$ cat config.mk
export PLATFORM = sky130hd
export DESIGN_NAME = uart_tx_unit
export DESIGN_NICKNAME = d
export VERILOG_FILES = /design/src/rtl/uart_tx_unit.sv
export SDC_FILE = /design/constraint.sdc
export NUM_CORES = 1
export LEC_CHECK = 0
export BUFFER_PORTS_ARGS = -buffer_cell sky130_fd_sc_hd__buf_2
export CAP_MARGIN = 20
export CELL_PAD_IN_SITES_DETAIL_PLACEMENT = 0
export CELL_PAD_IN_SITES_GLOBAL_PLACEMENT = 1
export CORE_MARGIN = 3
export CORE_UTILIZATION = 35
export CTS_BUF_LIST = sky130_fd_sc_hd__clkbuf_4 sky130_fd_sc_hd__clkbuf_8
export DETAILED_ROUTE_END_ITERATION = 8
export PLACE_DENSITY = 0.68
export SKIP_CTS_REPAIR_TIMING = 1
export SYNTH_ARGS = -nofsm -noshare
export SYNTH_HDL_FRONTEND = slang
export SYNTH_SLANG_ARGS = --single-unit
$ cat constraint.sdc
create_clock -name clk -period 3.19 [get_ports clk]
set_input_delay 0 -clock clk [delete_from_list [all_inputs] [get_ports clk]]
set_output_delay 0 -clock clk [all_outputs]
set_load 0.005 [all_outputs]
$ cat src/rtl/uart_tx_unit.sv
// 8N1 UART transmitter: a byte FIFO feeding a four-state serialiser.
// txd comes straight from a flop that lags the FSM state by one clock.
module uart_tx_unit #(
   parameter int CLKS_PER_BIT = 868,
   parameter int FIFO_DEPTH   = 16
) (
   input  logic       clk,
   input  logic       rstn,
   input  logic [7:0] uart_tx_data,
   input  logic       uart_wr_en,
   output logic       full,
   output logic       txd,
   output logic       busy
);

   localparam int                PTR_W     = $clog2(FIFO_DEPTH);
   localparam int                CNT_W     = PTR_W + 1;
   localparam logic [15:0]       BAUD_LAST = 16'(CLKS_PER_BIT - 1);
   localparam logic [CNT_W-1:0]  CNT_FULL  = CNT_W'(FIFO_DEPTH);

   typedef enum logic [1:0] {IDLE, START, DATA, STOP} state_t;

   state_t           state_q, state_d;
   logic [7:0]       mem [FIFO_DEPTH];
   logic [PTR_W-1:0] wr_ptr_q, rd_ptr_q;
   logic [CNT_W-1:0] count_q;
   logic [15:0]      baud_q, baud_d;
   logic [2:0]       bit_q, bit_d;
   logic [7:0]       shift_q, shift_d;
   logic             txd_q, txd_d;
   logic             wr_accept, pop;

   // full looks only at the registered count, so a same-cycle pop never frees a slot early.
   assign full      = (count_q == CNT_FULL);
   assign wr_accept = uart_wr_en && !full;

   // NOTE: the storage array is not reset; pointers and count alone define which entries are valid.
   always_ff @(posedge clk) begin
      if (wr_accept) mem[wr_ptr_q] <= uart_tx_data;
   end

   // NOTE: sequential state uses non-blocking assignments so every flop samples pre-edge values.
   always_ff @(posedge clk or negedge rstn) begin
      if (!rstn) begin
         wr_ptr_q <= '0;
         rd_ptr_q <= '0;
         count_q  <= '0;
      end else begin
         if (wr_accept) wr_ptr_q <= wr_ptr_q + PTR_W'(1);
         if (pop)       rd_ptr_q <= rd_ptr_q + PTR_W'(1);
         case ({wr_accept, pop})
            2'b10:   count_q <= count_q + CNT_W'(1);
            2'b01:   count_q <= count_q - CNT_W'(1);
            default: count_q <= count_q;
         endcase
      end
   end

   // NOTE: every always_comb output gets a default first, so no branch can infer a latch.
   always_comb begin
      state_d = state_q;
      baud_d  = baud_q;
      bit_d   = bit_q;
      shift_d = shift_q;
      pop     = 1'b0;
      txd_d   = 1'b1;
      unique case (state_q)
         IDLE: begin
            baud_d = '0;
            if (count_q != '0) begin
               pop     = 1'b1;
               shift_d = mem[rd_ptr_q];
               state_d = START;
            end
         end
         START: begin
            txd_d = 1'b0;
            if (baud_q == BAUD_LAST) begin
               baud_d  = '0;
               bit_d   = '0;
               state_d = DATA;
            end else begin
               baud_d = baud_q + 16'd1;
            end
         end
         DATA: begin
            txd_d = shift_q[0];
            if (baud_q == BAUD_LAST) begin
               baud_d  = '0;
               shift_d = {1'b0, shift_q[7:1]};
               bit_d   = bit_q + 3'd1;
               if (bit_q == 3'd7) state_d = STOP;
            end else begin
               baud_d = baud_q + 16'd1;
            end
         end
         STOP: begin
            if (baud_q == BAUD_LAST) begin
               baud_d = '0;
               // Chain straight into the next start bit when more data is queued.
               if (count_q != '0) begin
                  pop     = 1'b1;
                  shift_d = mem[rd_ptr_q];
                  state_d = START;
               end else begin
                  state_d = IDLE;
               end
            end else begin
               baud_d = baud_q + 16'd1;
            end
         end
         default: state_d = IDLE;
      endcase
   end

   always_ff @(posedge clk or negedge rstn) begin
      if (!rstn) begin
         state_q <= IDLE;
         baud_q  <= '0;
         bit_q   <= '0;
         shift_q <= '0;
         txd_q   <= 1'b1;
      end else begin
         state_q <= state_d;
         baud_q  <= baud_d;
         bit_q   <= bit_d;
         shift_q <= shift_d;
         txd_q   <= txd_d;
      end
   end

   assign txd  = txd_q;
   assign busy = (state_q != IDLE) || (count_q != '0);

endmodule

=== Yosys cells after proc, flatten, opt, wreduce, memory -nomap -nowiden ===
Memories as Yosys holds them, arrays and structs flattened.
Index checks and enable logic that the tools add are counted.

* Multiply operators: 0
* Mux-type cells: 23
* Shift operators: 0
* Add/subtract/negate cells: 6
* Div/mod/pow operators: 0
* Eq/ne operators: 13
* $lt $le $gt $ge: 0
* Reduce and logical (&&, ||, !) cells: 13
* Bitwise gates (word level): 0

{| class="wikitable"
|+ Operators by type and width
! cell !! number
|-
| 16-bit one-hot mux with 2 select lines || 1
|-
| 8-bit 2-to-1 mux || 3
|-
| 8-bit one-hot mux with 3 select lines || 1
|-
| 16-bit by 1-bit adder with 16-bit output (second input constant) || 1
|-
| 16-bit by 10-bit equality test with 1-bit output (second input constant) || 1
|-
| 16-bit 2-to-1 mux || 1
|-
| 2-bit 2-to-1 mux || 5
|-
| 2-bit != test (second input constant) || 5
|-
| 5-bit one-hot mux with 2 select lines || 1
|-
| 4-bit by 1-bit adder with 4-bit output (second input constant) || 2
|-
| 2-bit one-hot mux with 4 select lines || 1
|-
| 2-bit equality test (second input constant) || 3
|-
| 3-bit 2-to-1 mux || 2
|-
| 3-bit one-hot mux with 2 select lines || 1
|-
| 3-bit AND reduction || 2
|-
| 2-bit nonzero test || 3
|-
| 5-bit by 1-bit adder with 5-bit output (second input constant) || 1
|-
| 5-bit equality test (second input constant) || 1
|-
| 1-bit 2-to-1 mux || 5
|-
| 5-bit AND reduction || 1
|-
| 5-bit nonzero test || 1
|-
| 5-bit by 1-bit subtractor with 5-bit output (second input constant) || 1
|-
| 2-bit by 1-bit equality test with 1-bit output (second input constant) || 2
|-
| 1-bit one-hot mux with 2 select lines || 2
|-
| 8 further kinds || 8
|}

* Memories: 1
* Output and inout port bits: 3
* Bits in registers: 43
* ROM bits: 0
* Memory bits (writable): 128
* Bits in latches: 0
* Logic and storage cells: 64
* Input port bits: 11

{| class="wikitable"
|+ Memory list
! name !! words !! bits a word !! read ports !! clocked after memory_dff !! wr ports !! RTL line !! RTL
|-
| mem || 16 || 8 || 1 || 0 || 1 || 24 || <nowiki>logic [7:0] mem [FIFO_DEPTH];</nowiki>
|}

=== Depth between registers and ports, before layout ===
* Depth in word-level cells: 6
* Gate-level depth with buffers: 14

=== Worst setup path before layout ===
OpenSTA, ideal clock, no wires.

* Path kind: register to register
* Start: reg baud_q[0]
* End: reg count_q[4]
* Stages on the path, launching flop included: 15
* Data required time: 3.111 ns
* Library setup time: 0.079 ns
* Arrival: 2.860 ns
* Setup slack: 0.251 ns
* Cells stage by stage: dfrtp_1 > ha_1 > nor3b_1 > and4_1 > buf_4 > a21oi_2 > nor3_4 > ha_1 > inv_1 > fa_1 > nor2b_1 > o21ai_0 > and3_1 > nor3_1 > xor2_1

* Longest elaborated chain between the ends: 5
* Elaborated cells on any way between the ends: 7
* Classes of those cells: eq/ne (3); mux (3); reduce/logical (1)

{| class="wikitable"
|+ RTL lines
! what !! RTL line !! RTL
|-
| from (decl) || 27 || <nowiki>logic [15:0] baud_q, baud_d;</nowiki>
|-
| from (signal assigned) || 125 || <nowiki>baud_q <= baud_d;</nowiki>
|-
| 16-bit by 10-bit equality test with 1-bit output * || 98 || <nowiki>if (baud_q == BAUD_LAST) begin</nowiki>
|-
| 1-bit 2-to-1 mux * || 98 ||
|-
| 1-bit one-hot mux with 2 select lines * || 67 || <nowiki>unique case (state_q)</nowiki>
|-
| via pop || 31 || <nowiki>logic wr_accept, pop;</nowiki>
|-
| 2-bit by 1-bit equality test with 1-bit output or 2-bit equality test (tied branches) || 51 || <nowiki>case ({wr_accept, pop})</nowiki>
|-
| 5-bit one-hot mux with 2 select lines or 2-bit nonzero test (tied branches) || n/a ||
|-
| to (signal assigned) || 52 || <nowiki>2'b10: count_q <= count_q + CNT_W'(1);</nowiki>
|-
| to (signal assigned) || 53 || <nowiki>2'b01: count_q <= count_q - CNT_W'(1);</nowiki>
|-
| to (signal assigned) || 54 || <nowiki>default: count_q <= count_q;</nowiki>
|-
| to (decl) || 26 || <nowiki>logic [CNT_W-1:0] count_q;</nowiki>
|}

Mark *: on every way through the listed nets, which the timed path passes. The rest lies on a longest branch.
A chain may end at the register's enable or synchronous reset.

=== Worst setup path in the final report ===
Ends and elaborated chain as after synthesis.

==> flow_metrics.tcl <==
set metrics [dict create \
    die_area_um2 22800 \
    cts_tree "done" \
    worst_pin_slew_ns 0.905 \
    synth_edf_count 128 \
    finClkSkew_ns 0.0166 \
    synthDistinctLibCells 59 \
    synth.avg_cell_area_um2 15.3 \
    dp_hpwl_mm 10.2 \
    synth_top_area_share_pct 52.3 \
    fin_area_um2 8260 \
    cts_sinks 171 \
    relSlewSlack_pct 39.4 \
    slew_violations 0 \
    hold_path.class "in -> async" \
    multi_input_comb_area_um2 2240 \
    synthTopCellsByArea "edfxtp_1 52%, dfrtp_1 14%, mux4_2 5.5%" \
    fin_setup_tns_ns 0 \
    setup.worst_path.start_class "flop" \
    grt_usage_pct 14.3 \
    clk_latency_ns 0.45 \
    numCtsBuffers 17 \
    drcViolationCount 0 \
    crit_type "reg -> reg" \
    die_y_um 151 \
    clockBufferDepth 2 \
    whs_ns 0.0824 \
    drive_gt1_share_pct 18.2 \
    die_width_um 151 \
    final_common_cell "edfxtp_1" \
    antenna_found_initial 0 \
    crit_fanout 4 \
    ant_nets 0 \
    crit_path_end_kind "flop" \
    syn_to_final_growth_pct 12.3 \
    leakage_nw 3.02 \
    fp-row-count 52 \
    via_count 4033 \
    num_antenna_cells 0 \
    dpl_cell_area_um2 7730 \
    yosysTopAreaCell "edfxtp_1" \
    finalSetupViolCount 0 \
    wirelength_mm 15.1 \
    seq_area_um2 4920 \
    stdcell_count 802 \
    cts_root_buf "clkbuf_8" \
    fin_nets 549 \
    critPathMaxStageDelay_ns 0.40 \
    fillers 1924 \
    dpl.cell_count 758 \
    status "finished clean" \
    crit_top_cell "ha_2" \
    required_ns 3.57 \
    critPathSlowestCell "dfrtp_1" \
    synth_nets 512 \
    io_buffers 13 \
    synthCells 482 \
    synth_seq_cells 171 \
    gp_congestion 0.747 \
    io_pins 14 \
    ctsHtreeMaxLevel 4 \
    yosys_warnings 0 \
    initial_core_util_pct 36.0 \
    grt_pass1_vias 4251 \
    hold_violations 0 \
    async_flop_share_pct 25.1 \
    ys.flop_type "edfxtp_1" \
    clkTransAtPathRegs_ns 0.10 \
    routed_via_density 5.03 \
    yosysSeqAreaShare_pct 66.9 \
    path_cells "ha_2, nor3b_4, and4_4, a21oi_2, nor3_4, ha_2, inv_1, fa_1, nor2b_1, o21ai_0, and3_1, nor3_1, xor2_1" \
    avgRoutedWirePerCell_um 18.9 \
    drtPass1Iterations 4 \
    drtIter0Drc 279 \
    max_cap_violations 0 \
    final_cell_mix "128 x edfxtp_1, 50 x nor2_1, 41 x dfrtp_1" \
    grt_overflow 0 \
    irDropWorstVdd_mv 0.405 \
    power_density_nw_per_um2 836 \
    fin_crit_sh_pct 92.2 \
    cp.arrival_ns 3.32 \
    syn_area_um2 7350 \
    grt_pass1_wl_mm 24.4 \
    grt_max_degree 44 \
    max_freq_ghz 0.340 \
    fin_crit_ns 2.94 \
    coreArea_um2 20400 \
]
==> cell families (layout without fill, tap and decap cells) <==
| kind of cell | Yosys count | count (layout) | share of synthesized area (%) |
|---|---|---|---|
| flops | 171 | 171 | 66.9 |
| simple gates | 113 | 113 | 7.64 |
| compound gates | 62 | 62 | 6.07 |
| mux | 51 | 51 | 10.3 |
| buf+inv | 42 | 92 | 2.89 |
| xor+xnor | 24 | 24 | 2.86 |
| fa+ha+maj | 19 | 19 | 3.33 |
==> path summary, 6_finish.rpt <==
path                            slack, ns  cells after the start          end       start
worst min register to register       0.51                      1     bit_q[0]    bit_q[0]
max in group asynchronous            2.59                      3   shift_q[0]        rstn
worst max-delay path                 0.25                     13   count_q[4]   baud_q[0]
worst min-delay path                 0.08                      2    baud_q[2]        rstn
worst max register to register       0.25                     13   count_q[4]   baud_q[0]
min in group clk                     0.09                      3  wr_ptr_q[0]  uart_wr_en
==> worst max-delay path, delay by kind of cell, from the launching register on <==
family	cells	cell delay [ns]
flip-flops	1	0.40
buffers and inverters	1	0.08
XOR/XNOR	1	0.16
AND/OR/NAND/NOR	6	1.16
AO/OA/AOI/OAI	2	0.19
adder cells (fa/ha/maj)	3	0.88
==> cells in the mapped netlist, drive strengths merged, types with 5 or more instances <==
master / number
edfxtp: 128
a221o: 5
o21ai: 18
nor3: 7
xnor2: 13
inv: 20
clkbuf: 11
nand2: 22
a21oi: 5
mux2i: 28
and3: 7
nand3: 5
xor2: 11
dfrtp: 42
a31oi: 10
nor2: 50
ha: 18
buf: 11
a221oi: 8
mux4: 19
==> routing by layer <==
metal | wire (µm) | GRT usage, %
met1 | 6680 | 19.5
met4 | 259 | 4.58
met3 | 721 | 3.11
met2 | 7480 | 23.1
met5 | 0 | 0
==> area by class of cell <==
class	count	share of cell area (%)
clock buffer	17	2.83
timing repair buffer	40	3.76
multi-input combinational	269	27.1
tap	270	4.09
clock inverter	15	1.68
sequential	171	59.6
inverter	20	0.909
==> report_power, final <==
| group | switching [mW] | leakage (nW) | total (mW) | internal, mW |
|---|---|---|---|---|
| combinational | 1.36 | 1.14 | 2.42 | 1.07 |
| clock | 0.866 | 0.187 | 1.43 | 0.569 |
| sequential | 0.288 | 1.70 | 3.04 | 2.76 |
| total | 2.51 | 3.02 | 6.90 | 4.39 |
==> stage by stage <==
| stage | total power, mW | worst slack, ns | util [%] |
|---|---|---|---|
| 6_report | 6.90 | 0.248 | 40.4 |
| 3_3_place_gp | 5.44 | 0.160 | 37.9 |
| 2_1_floorplan | 4.84 | 0.251 | - |
| 3_5_place_dp | 5.50 | 0.0472 | 37.9 |
| 4_1_cts | 6.94 | 0.0380 | 39.7 |
| 5_1_grt | 7.36 | -0.0121 | 40.4 |
==> flip-flops by register name (all words and copies together) (netlist names) <==
signal	cells
mem	128
baud_q	16
shift_q	8
count_q	5
rd_ptr_q	4
wr_ptr_q	4
bit_q	3
state_q	2
txd	1
Note: power is estimated with default switching activity, not from simulation.
